<file path="src/rtl/dec_stream_out.sv">
// dec_stream_out: drains one bank of the ping-pong decision RAM as a valid/ready stream.
//   clk, rst_n            clock, asynchronous active-low reset
//   start, bank_sel       frame-ready pulse and the bank it refers to
//   busy, done            frame in progress, one-cycle end-of-frame pulse
//   dec_address, dec_cs,
//   dec_we                decision RAM read port (one chip select per bank, never writes)
//   dec_data_out_0/1      RAM read data, valid the cycle after the read is issued
//   out_data, out_valid,
//   out_ready, out_last   output stream; out_last marks the final word of the frame
module dec_stream_out #(
    parameter int DECISION_WIDTH = 1,
    parameter int ADDR_WIDTH     = 8,
    parameter int RAM_DEPTH      = 1 << ADDR_WIDTH,
    parameter int FRAME_LEN      = RAM_DEPTH
) (
    input  logic                      clk,
    input  logic                      rst_n,
    input  logic                      start,
    input  logic                      bank_sel,
    output logic                      busy,
    output logic                      done,
    output logic [ADDR_WIDTH-1:0]     dec_address,
    output logic [1:0]                dec_cs,
    output logic [1:0]                dec_we,
    input  logic [DECISION_WIDTH-1:0] dec_data_out_0,
    input  logic [DECISION_WIDTH-1:0] dec_data_out_1,
    output logic [DECISION_WIDTH-1:0] out_data,
    output logic                      out_valid,
    input  logic                      out_ready,
    output logic                      out_last
);
    localparam int LEN = (FRAME_LEN > RAM_DEPTH) ? RAM_DEPTH : FRAME_LEN;
    localparam logic [ADDR_WIDTH:0] LAST = (ADDR_WIDTH+1)'(LEN - 1);
    localparam logic [ADDR_WIDTH:0] ONE  = (ADDR_WIDTH+1)'(1);

    typedef enum logic [1:0] {IDLE, READ, DRAIN} state_t;

    state_t                    state_q;
    logic                      rbank_q;
    logic [ADDR_WIDTH:0]       rd_addr_q;
    logic [ADDR_WIDTH:0]       idx_q;
    logic                      inflight_q;
    logic [DECISION_WIDTH-1:0] mem_q [2];
    logic                      wr_ptr_q;
    logic                      rd_ptr_q;
    logic [1:0]                count_q;
    logic                      busy_q;
    logic                      done_q;
    logic                      last_pop_q;

    logic                      pop;
    logic                      issue;
    logic                      accept;
    logic [DECISION_WIDTH-1:0] rdata;

    assign out_valid   = count_q != 2'd0;
    assign pop         = out_valid & out_ready;
    // Credit check: words already owed to the FIFO must leave room for this read.
    assign issue       = (state_q == READ) &&
                         (({1'b0, count_q} + {2'b00, inflight_q}) < (3'd2 + {2'b00, pop}));
    // A start coinciding with done belongs to the frame just finished and is dropped.
    assign accept      = (state_q == IDLE) && start && !done_q;
    assign rdata       = rbank_q ? dec_data_out_1 : dec_data_out_0;
    assign out_data    = mem_q[rd_ptr_q];
    assign out_last    = out_valid && (idx_q == LAST);
    assign dec_cs      = issue ? (rbank_q ? 2'b10 : 2'b01) : 2'b00;
    assign dec_we      = 2'b00;
    assign dec_address = rd_addr_q[ADDR_WIDTH-1:0];
    assign busy        = busy_q;
    assign done        = done_q;

    always_ff @(posedge clk or negedge rst_n) begin
        if (!rst_n) begin
            state_q    <= IDLE;
            rbank_q    <= 1'b0;
            rd_addr_q  <= '0;
            idx_q      <= '0;
            inflight_q <= 1'b0;
            mem_q[0]   <= '0;
            mem_q[1]   <= '0;
            wr_ptr_q   <= 1'b0;
            rd_ptr_q   <= 1'b0;
            count_q    <= 2'd0;
            busy_q     <= 1'b0;
            done_q     <= 1'b0;
            last_pop_q <= 1'b0;
        end else begin
            done_q     <= 1'b0;
            last_pop_q <= pop && out_last;
            inflight_q <= issue;
            count_q    <= count_q + {1'b0, inflight_q} - {1'b0, pop};
            if (inflight_q) begin
                mem_q[wr_ptr_q] <= rdata;
                wr_ptr_q        <= ~wr_ptr_q;
            end
            if (pop) begin
                rd_ptr_q <= ~rd_ptr_q;
                idx_q    <= idx_q + ONE;
            end
            if (issue)
                rd_addr_q <= rd_addr_q + ONE;
            case (state_q)
                IDLE: if (accept) begin
                    rbank_q   <= bank_sel;
                    rd_addr_q <= '0;
                    idx_q     <= '0;
                    busy_q    <= 1'b1;
                    state_q   <= READ;
                end
                READ: if (issue && rd_addr_q == LAST)
                    state_q <= DRAIN;
                DRAIN: if (last_pop_q) begin
                    done_q  <= 1'b1;
                    busy_q  <= 1'b0;
                    state_q <= IDLE;
                end
                default: state_q <= IDLE;
            endcase
        end
    end
endmodule

</file>
<file path="config.mk">
export PLATFORM = sky130hd
export DESIGN_NAME = dec_stream_out
export DESIGN_NICKNAME = d
export VERILOG_FILES = /design/src/rtl/dec_stream_out.sv
export SDC_FILE = /design/constraint.sdc
export NUM_CORES = 1
export LEC_CHECK = 0
export CAP_MARGIN = 10
export CORE_MARGIN = 2
export CORE_UTILIZATION = 53
export DETAILED_ROUTE_END_ITERATION = 10
export MAX_ROUTING_LAYER = met4
export PLACE_DENSITY = 0.8
export SYNTH_ARGS = -nofsm -noshare
export SYNTH_HDL_FRONTEND = slang
export SYNTH_SLANG_ARGS = --single-unit
</file>
<file path="constraint.sdc">
create_clock -name clk -period 2.8 [get_ports clk]
set_clock_uncertainty 0.2 [all_clocks]
set_input_delay 0.56 -clock clk [delete_from_list [all_inputs] [get_ports clk]]
set_output_delay 0.56 -clock clk [all_outputs]
set_load 0.03 [all_outputs]
</file>
==> metrics.md, run 1 <==
| Metric | Value |
|---|---|
| Outcome | `complete, no violations` |
| Post-Synth Adder-Cell Area | `0.0615` |
| NumNets Final | `roughly 200` |
| Syn_area_per_cell | `10.1 um2` |
| Port-buffer cells | `21` |
| Fin. Hold Viols | `0` |
| Syn Inst Count | `~160` |
| Setup violators final | `0` |
| Synth top area cells | `dfrtp_1 48%, ha_1 6.1%, buf_4 4.6%` |
| Inserted Clock Buffers | `5` |
| Pleak | `roughly 0.89 nW` |
| Syn-to-layout area delta | `16.5%` |
| Post-route ant nets | `0` |
| # resized after CTS | `1` |
| Vias in the first global route | `roughly 1100` |
| Setup Crit Path Kind | `reg -> out` |
| Final core occ | `0.637` |
| Sequential power share | `0.372` |
| Top cell by count, worst path | `ha_1` |
| Sink Count | `31` |
| GP Congestion | `just over 0.8` |
| Initial antenna violation count | `0` |
| TritonCTS clock tree | `done` |
| Critical Path RT | `slightly above 2 ns` |
| Yosys warns | `0` |
| # rows | `20` |
| Max-cap violation count | `0` |
| Drt first pass iters | `4` |
| CTS Root Cell | `clkbuf_4` |
| Synth Cell Area | `0.00163 mm2` |
| Synth Area in Compound Gates | `0.0861` |
| Clk pwr share | `0.146` |
| Pwr dens | `1080 mW/mm2` |
| Combinational Power Share | `0.481` |
| Synth top area share | `0.477` |
| Chip Width | `59.4 um` |
| Vias per inst | `5.36` |
| Sw Ratio | `0.420` |
| Period utilization | `0.957` |
| Main combinational cell family by area after synthesis | `simple AND/OR/NAND/NOR gates` |
| Crit-path max cell delay | `0.47 ns` |
| Largest net degree at the start of global routing | `32` |
| Int Pwr | `1.19 mW` |
| Post-CTS Setup Repair Bufs | `0` |
| Total GRT Usage | `0.189` |
| CP Max Fanout | `7` |
| Remaining Overflow, GRT | `0` |
| Drt drc | `0` |
| Hold bufs inserted after CTS | `0` |
| Clock Latency Late Sink | `0.34 ns` |
| Reg2Reg Setup Slack | `between 0.6 and 0.7 ns` |
| Maximum VDD drop | `0.000533 V` |
| Post-synthesis simple-gate area fraction | `0.210` |
| Register area share after synthesis | `0.477` |
| Hpwl dp | `2180 um` |
| Sw Pwr | `0.863 mW` |
| Diodes inserted | `0` |
| Commonest non-fill, non-tap cells in the layout | `31 x dfrtp_1, 18 x clkdlybuf4s50_1, 16 x nand2_1, 11 x nor2_1, 9 x nand3_1` |
| RSZ-0062 raised after global routing | `no` |
| Worst hold slack | `between 0.2 and 0.3 ns` |
| Die H | `59.4 um` |
| Core footprint | `0.00298 mm2` |
| Slowest CP cell | `dfrtp_1` |
| Die Area | `0.00353 mm2` |
| Crit path DAT | `1.92 ns` |
| Register clock-pin slew on the reported worst setup and hold paths | `~0.090 ns` |
| Tmin final | `2.68 ns` |
| Post-synth top area cell | `dfrtp_1` |
| Layout cells sized above 1 | `0.126` |
| Worst Setup End Kind | `output pin` |
| Worst path bufs/invs | `1` |
| Starting Density | `0.547` |
| Setup TNS | `0 ns` |
| Worst hold path type | `reg -> reg` |
| CTS max path bufs | `2` |
| Final Routed Wirelength | `2930 um` |
| Htree depth | `2` |
| CP Launch Type | `register` |
| Cell breakdown of the critical path | `ha_1 > ha_1 > nand2b_1 > nor3_1 > buf_4` |
| First-pass GRT wire length | `between 4000 and 5000 um` |
| Starting DRT DRC Count | `between 40 and 50` |
| # IOs | `24` |
| Crit path max-delay family | `flip-flops` |
| F_max | `373 MHz` |
| Mux share of post-synthesis cell area | `0.0438` |
| Synth cell types | `37` |
| Commonest non-fill, non-tap cell in the layout | `dfrtp_1` |
| Final slew viol count | `0` |
| FF+latch count, synth | `31` |
| Routed len/inst | `13.5 um` |
| DR vias | `1158` |
| Post-synthesis xor/xnor area fraction | `0.0538` |
metrics by stage:
step | instances | cell area, um2 | power, mW | setup slack (ns)
detailed placement | 208 | 1830 | 1.77 | 0.199
finish | 216 | 1900 | 2.06 | 0.122
global placement | 208 | 1830 | 1.73 | 0.255
global route | 216 | 1900 | 2.21 | 0.00560
floorplan | 162 | 1630 | 1.49 | 0.288
CTS | 216 | 1900 | 2.08 | 0.114
state kept, by name, indices dropped and copies added (netlist names):
register / count
busy: 1
count_q: 2
done: 1
idx_q: 9
inflight_q: 1
last_pop_q: 1
mem_q: 2
rbank_q: 1
rd_addr_q: 9
rd_ptr_q: 1
state_q: 2
wr_ptr_q: 1
cell usage after synthesis, drive strengths merged:
cell,number
nand3,9
nor3b,2
nor2b,1
or3,2
buf,12
ha,8
nand2b,6
mux2,1
o31ai,1
or4b,1
clkinv,1
and3,4
inv,5
nor3,4
nand4,3
nor4b,1
o21ai,8
a211oi,1
dfrtp,31
and3b,1
and2,2
a22o,1
or4,1
xor2,4
xnor2,6
mux2i,6
conb,1
a31oi,1
or2,1
a21oi,8
nor2,11
nand2,16
o21a,1
kinds of logic (layout without fill, tap and decap cells):
kind of cell	count (synthesis)	count (layout)
and+or+nand+nor	65	65
DFF	31	31
AOI/OAI and AO/OA	21	21
adders and majority gates	8	8
xor gates and xnor gates	10	10
muxes	7	7
buffers and inverters	18	39
other	1	2
final timing paths:
check                                          start                     end  cells after the start
worst max-delay path            inflight_q$_DFF_PN0_               dec_cs[0]                      5
worst min-delay path            rd_ptr_q$_DFFE_PN0P_    rd_ptr_q$_DFFE_PN0P_                      1
worst max register to register  inflight_q$_DFF_PN0_  rd_addr_q[4]$_DFF_PN0_                      5
worst min register to register  rd_ptr_q$_DFFE_PN0P_    rd_ptr_q$_DFFE_PN0P_                      1
max in group asynchronous                      rst_n  rd_addr_q[1]$_DFF_PN0_                      2
min in group asynchronous                      rst_n  state_q[0]$_DFFE_PN0P_                      2
power groups by stage:
stage / Clock [mW] / Combinational (mW) / Sequential, mW
2_1_floorplan: 0 / 0.761 / 0.732
3_3_place_gp: 0 / 0.963 / 0.764
3_5_place_dp: 0 / 0.998 / 0.776
4_1_cts: 0.312 / 1.00 / 0.768
5_1_grt: 0.324 / 1.10 / 0.787
6_report: 0.301 / 0.990 / 0.766
cell type report:
cell class | instances | area, um2
Multi-Input combinational cell | 113 | 754
Tap cell | 33 | 41.3
Clock buffer | 8 | 68.8
Fill cell | 262 | 1080
Timing Repair Buffer | 25 | 234
Inverter | 6 | 22.5
Sequential cell | 31 | 776
metal layers:
metal  share of wire  up-vias  global-route usage
met1            0.44      552               0.207
met5               0        -                   -
met3           0.039        3              0.0655
li1                -      584                   -
met2            0.51       19               0.323
met4          0.0079        0              0.0487
worst reg2reg max path: cells and delay by family (launching register included):
kind | cells | cell delay (ns)
flip-flops | 1 | 0.47
AND/OR/NAND/NOR | 2 | 0.77
AO/OA/AOI/OAI | 1 | 0.15
adder cells (fa/ha/maj) | 2 | 0.46
(Power assumes the default switching activity.)
==> run 2, diff against run 1 <==
--- a/config.mk
+++ b/config.mk
@@ -6,6 +6,7 @@
 export NUM_CORES = 1
 export LEC_CHECK = 0
 export CAP_MARGIN = 10
+export CORE_ASPECT_RATIO = 0.5
 export CORE_MARGIN = 2
 export CORE_UTILIZATION = 53
 export DETAILED_ROUTE_END_ITERATION = 10
==> metrics.md, run 2 (same netlist as run 1, synthesis figures left out) <==
| Metric | Value |
|---|---|
| Outcome | `complete, no violations` |
| GP Congestion | `0.771 (-5.6%)` |
| Setup Crit Path Kind | `reg -> out` |
| Hold depth | `2 (+1)` |
| # IOs | `24 (unchanged)` |
| Hold Path Origin | `mem_q[1]$_DFFE_PN0P_` |
| Register clock-pin slew on the reported worst setup and hold paths | `0.07 ns (-0.02 ns)` |
| Sink Count | `31 (unchanged)` |
| CTS max path bufs | `2 (unchanged)` |
| RSZ-0062 raised after global routing | `no` |
| Crit path DAT | `1.83 ns (-0.09 ns)` |
| Total GRT Usage | `0.201 (+0.0125)` |
| Chip Width | `82.4 um (+39%)` |
| Drt first pass iters | `4 (unchanged)` |
| Drt drc | `0 (unchanged)` |
| Crit-path max cell delay | `0.46 ns (about the same)` |
| R2R Path Start | `inflight_q$_DFF_PN0_` |
| Final Routed Wirelength | `3050 um (+4.2%)` |
| Reg2Reg Setup Slack | `0.66 ns (-0.02 ns)` |
| Vias per inst | `5.46 (+1.9%)` |
| Commonest non-fill, non-tap cell in the layout | `dfrtp_1` |
| Inserted Clock Buffers | `5 (unchanged)` |
| Post-route ant nets | `0 (unchanged)` |
| Htree depth | `2 (unchanged)` |
| Starting DRT DRC Count | `47 (+12%)` |
| Pleak | `0.904 nW (+1.9%)` |
| Syn-to-layout area delta | `19.4%` |
| Hpwl dp | `2200 um (+0.89%)` |
| Vias in the first global route | `1081 (-5.4%)` |
| Top cell by count, worst path | `ha_1` |
| Commonest non-fill, non-tap cells in the layout | `31 x dfrtp_1, 18 x clkdlybuf4s50_1, 16 x nand2_1, 11 x nor2_1, 9 x nand3_1` |
| CTS Root Cell | `clkbuf_8` |
| Crit path max-delay family | `flip-flops` |
| # rows | `14 (-30%)` |
| Pwr dens | `1120 mW/mm2 (+2.9%)` |
| TritonCTS clock tree | `done` |
| F_max | `386 MHz (+3.3%)` |
| Setup TNS | `0 ns (unchanged)` |
| Post-CTS Setup Repair Bufs | `0 (unchanged)` |
| Slowest CP cell | `dfrtp_1` |
| Placed Instance Area | `0.00185 mm2 (+0.89%)` |
| Core footprint | `0.00296 mm2 (-0.59%)` |
| Max-cap violation count | `0 (unchanged)` |
| Port-buffer cells | `21 (unchanged)` |
| Clock Latency Late Sink | `0.28 ns (-0.06 ns)` |
| Initial antenna violation count | `0 (unchanged)` |
| Reg2Reg Depth | `5 (unchanged)` |
| Die H | `43.2 um (-27%)` |
| Remaining Overflow, GRT | `0 (unchanged)` |
| NumNets Final | `198 (+0.51%)` |
| Cell breakdown of the critical path | `ha_1 > ha_1 > nand2b_1 > nor3_1 > buf_4` |
| Diodes inserted | `0 (unchanged)` |
| Worst hold path type | `reg -> reg` |
| Largest regs | `idx_q: 9 flops, rd_addr_q: 9 flops` |
| Final slew viol count | `0 (unchanged)` |
| CP Launch Type | `register` |
| Tmin final | `2.59 ns (-0.0865 ns)` |
| Die Area | `0.00356 mm2 (+0.77%)` |
| Period utilization | `0.926 (-0.0309)` |
| Fin. Hold Viols | `0 (unchanged)` |
| CP Max Fanout | `7 (unchanged)` |
| Design Power | `2.17 mW (+5.5%)` |
| Maximum VDD drop | `0.000460 V (-14%)` |
| Layout cells sized above 1 | `0.130 (+0.00475)` |
| Critical Path RT | `2.04 ns (about the same)` |
| Finished Cell Area | `0.00194 mm2 (+2.5%)` |
| Setup violators final | `0 (unchanged)` |
| Starting Density | `0.550 (+0.00323)` |
| Worst Setup End Kind | `output pin` |
| Routed len/inst | `13.6 um (+0.45%)` |
| R2R Path End | `rd_addr_q[7]$_DFF_PN0_` |
| First-pass GRT wire length | `5040 um (+5.0%)` |
| Worst path bufs/invs | `1 (unchanged)` |
| DR vias | `1224 (+5.7%)` |
| Largest net degree at the start of global routing | `32 (unchanged)` |
| Hold Path Sink | `mem_q[1]$_DFFE_PN0P_` |
[run 2: worst min-delay path, stage by stage (launching register included)]
cell and delay [ns]:
dfrtp_1 0.34, nand2_1 0.05, o21ai_0 0.06
[run 2: cell type report]
| type | count | area, um2 |
|---|---|---|
| clock buffers | 8 | 100 |
| fillers | 228 | 1020 |
| inverters | 6 | 22.5 |
| multi-input cells | 113 | 754 |
| flip-flops and latches | 31 | 776 |
| well taps | 40 | 50.0 |
| repair buffers | 26 | 241 |
[run 2: worst max-delay path by stage]
stage	start	to	depth (start not counted)
2_1_floorplan	inflight_q$_DFF_PN0_	dec_cs[0]	4
3_3_place_gp	out_ready	dec_cs[0]	5
3_5_place_dp	out_ready	dec_cs[0]	5
4_1_cts	inflight_q$_DFF_PN0_	dec_cs[0]	5
5_1_grt	inflight_q$_DFF_PN0_	dec_cs[0]	5
6_report	inflight_q$_DFF_PN0_	dec_cs[0]	5
[run 2: per-stage QoR]
step	std cells	util	hold slack (ns)	setup WS, ns
after floorplan	162	-	0.0644	0.288
after global placement	216	0.623	0.258	0.248
after detailed placement	216	0.623	0.278	0.240
after CTS	224	0.657	0.293	0.198
after global routing	224	0.657	0.317	0.120
final	224	0.657	0.284	0.208
[run 2: repair_timing]
action,4_1_cts,5_1_grt
hold buffers,0,0
gates resized for setup,1,0
setup endpoints to repair,1,0
[run 2: power by group]
part           internal [mW]  leakage [nW]  switching (mW)
sequential             0.602         0.380           0.171
combinational          0.454         0.472           0.552
clock                  0.224        0.0515           0.166
total                   1.28         0.904           0.889
[run 2: metal layers]
layer | share of wire | vias to the layer above | global-route usage | wire (um)
met5 | 0 | - | - | 0
met2 | 0.47 | 32 | 0.287 | 1430
met3 | 0.037 | 8 | 0.0532 | 114
met4 | 0.020 | 0 | 0.0967 | 60
met1 | 0.47 | 599 | 0.266 | 1440
li1 | - | 585 | - | -
==> run 3, diff against run 2 <==
--- a/config.mk
+++ b/config.mk
@@ -6,7 +6,6 @@
 export NUM_CORES = 1
 export LEC_CHECK = 0
 export CAP_MARGIN = 10
-export CORE_ASPECT_RATIO = 0.5
 export CORE_MARGIN = 2
 export CORE_UTILIZATION = 53
 export DETAILED_ROUTE_END_ITERATION = 10
==> results of run 3 <==
No change in the layout: final DEF, timing and power equal those of run 1.
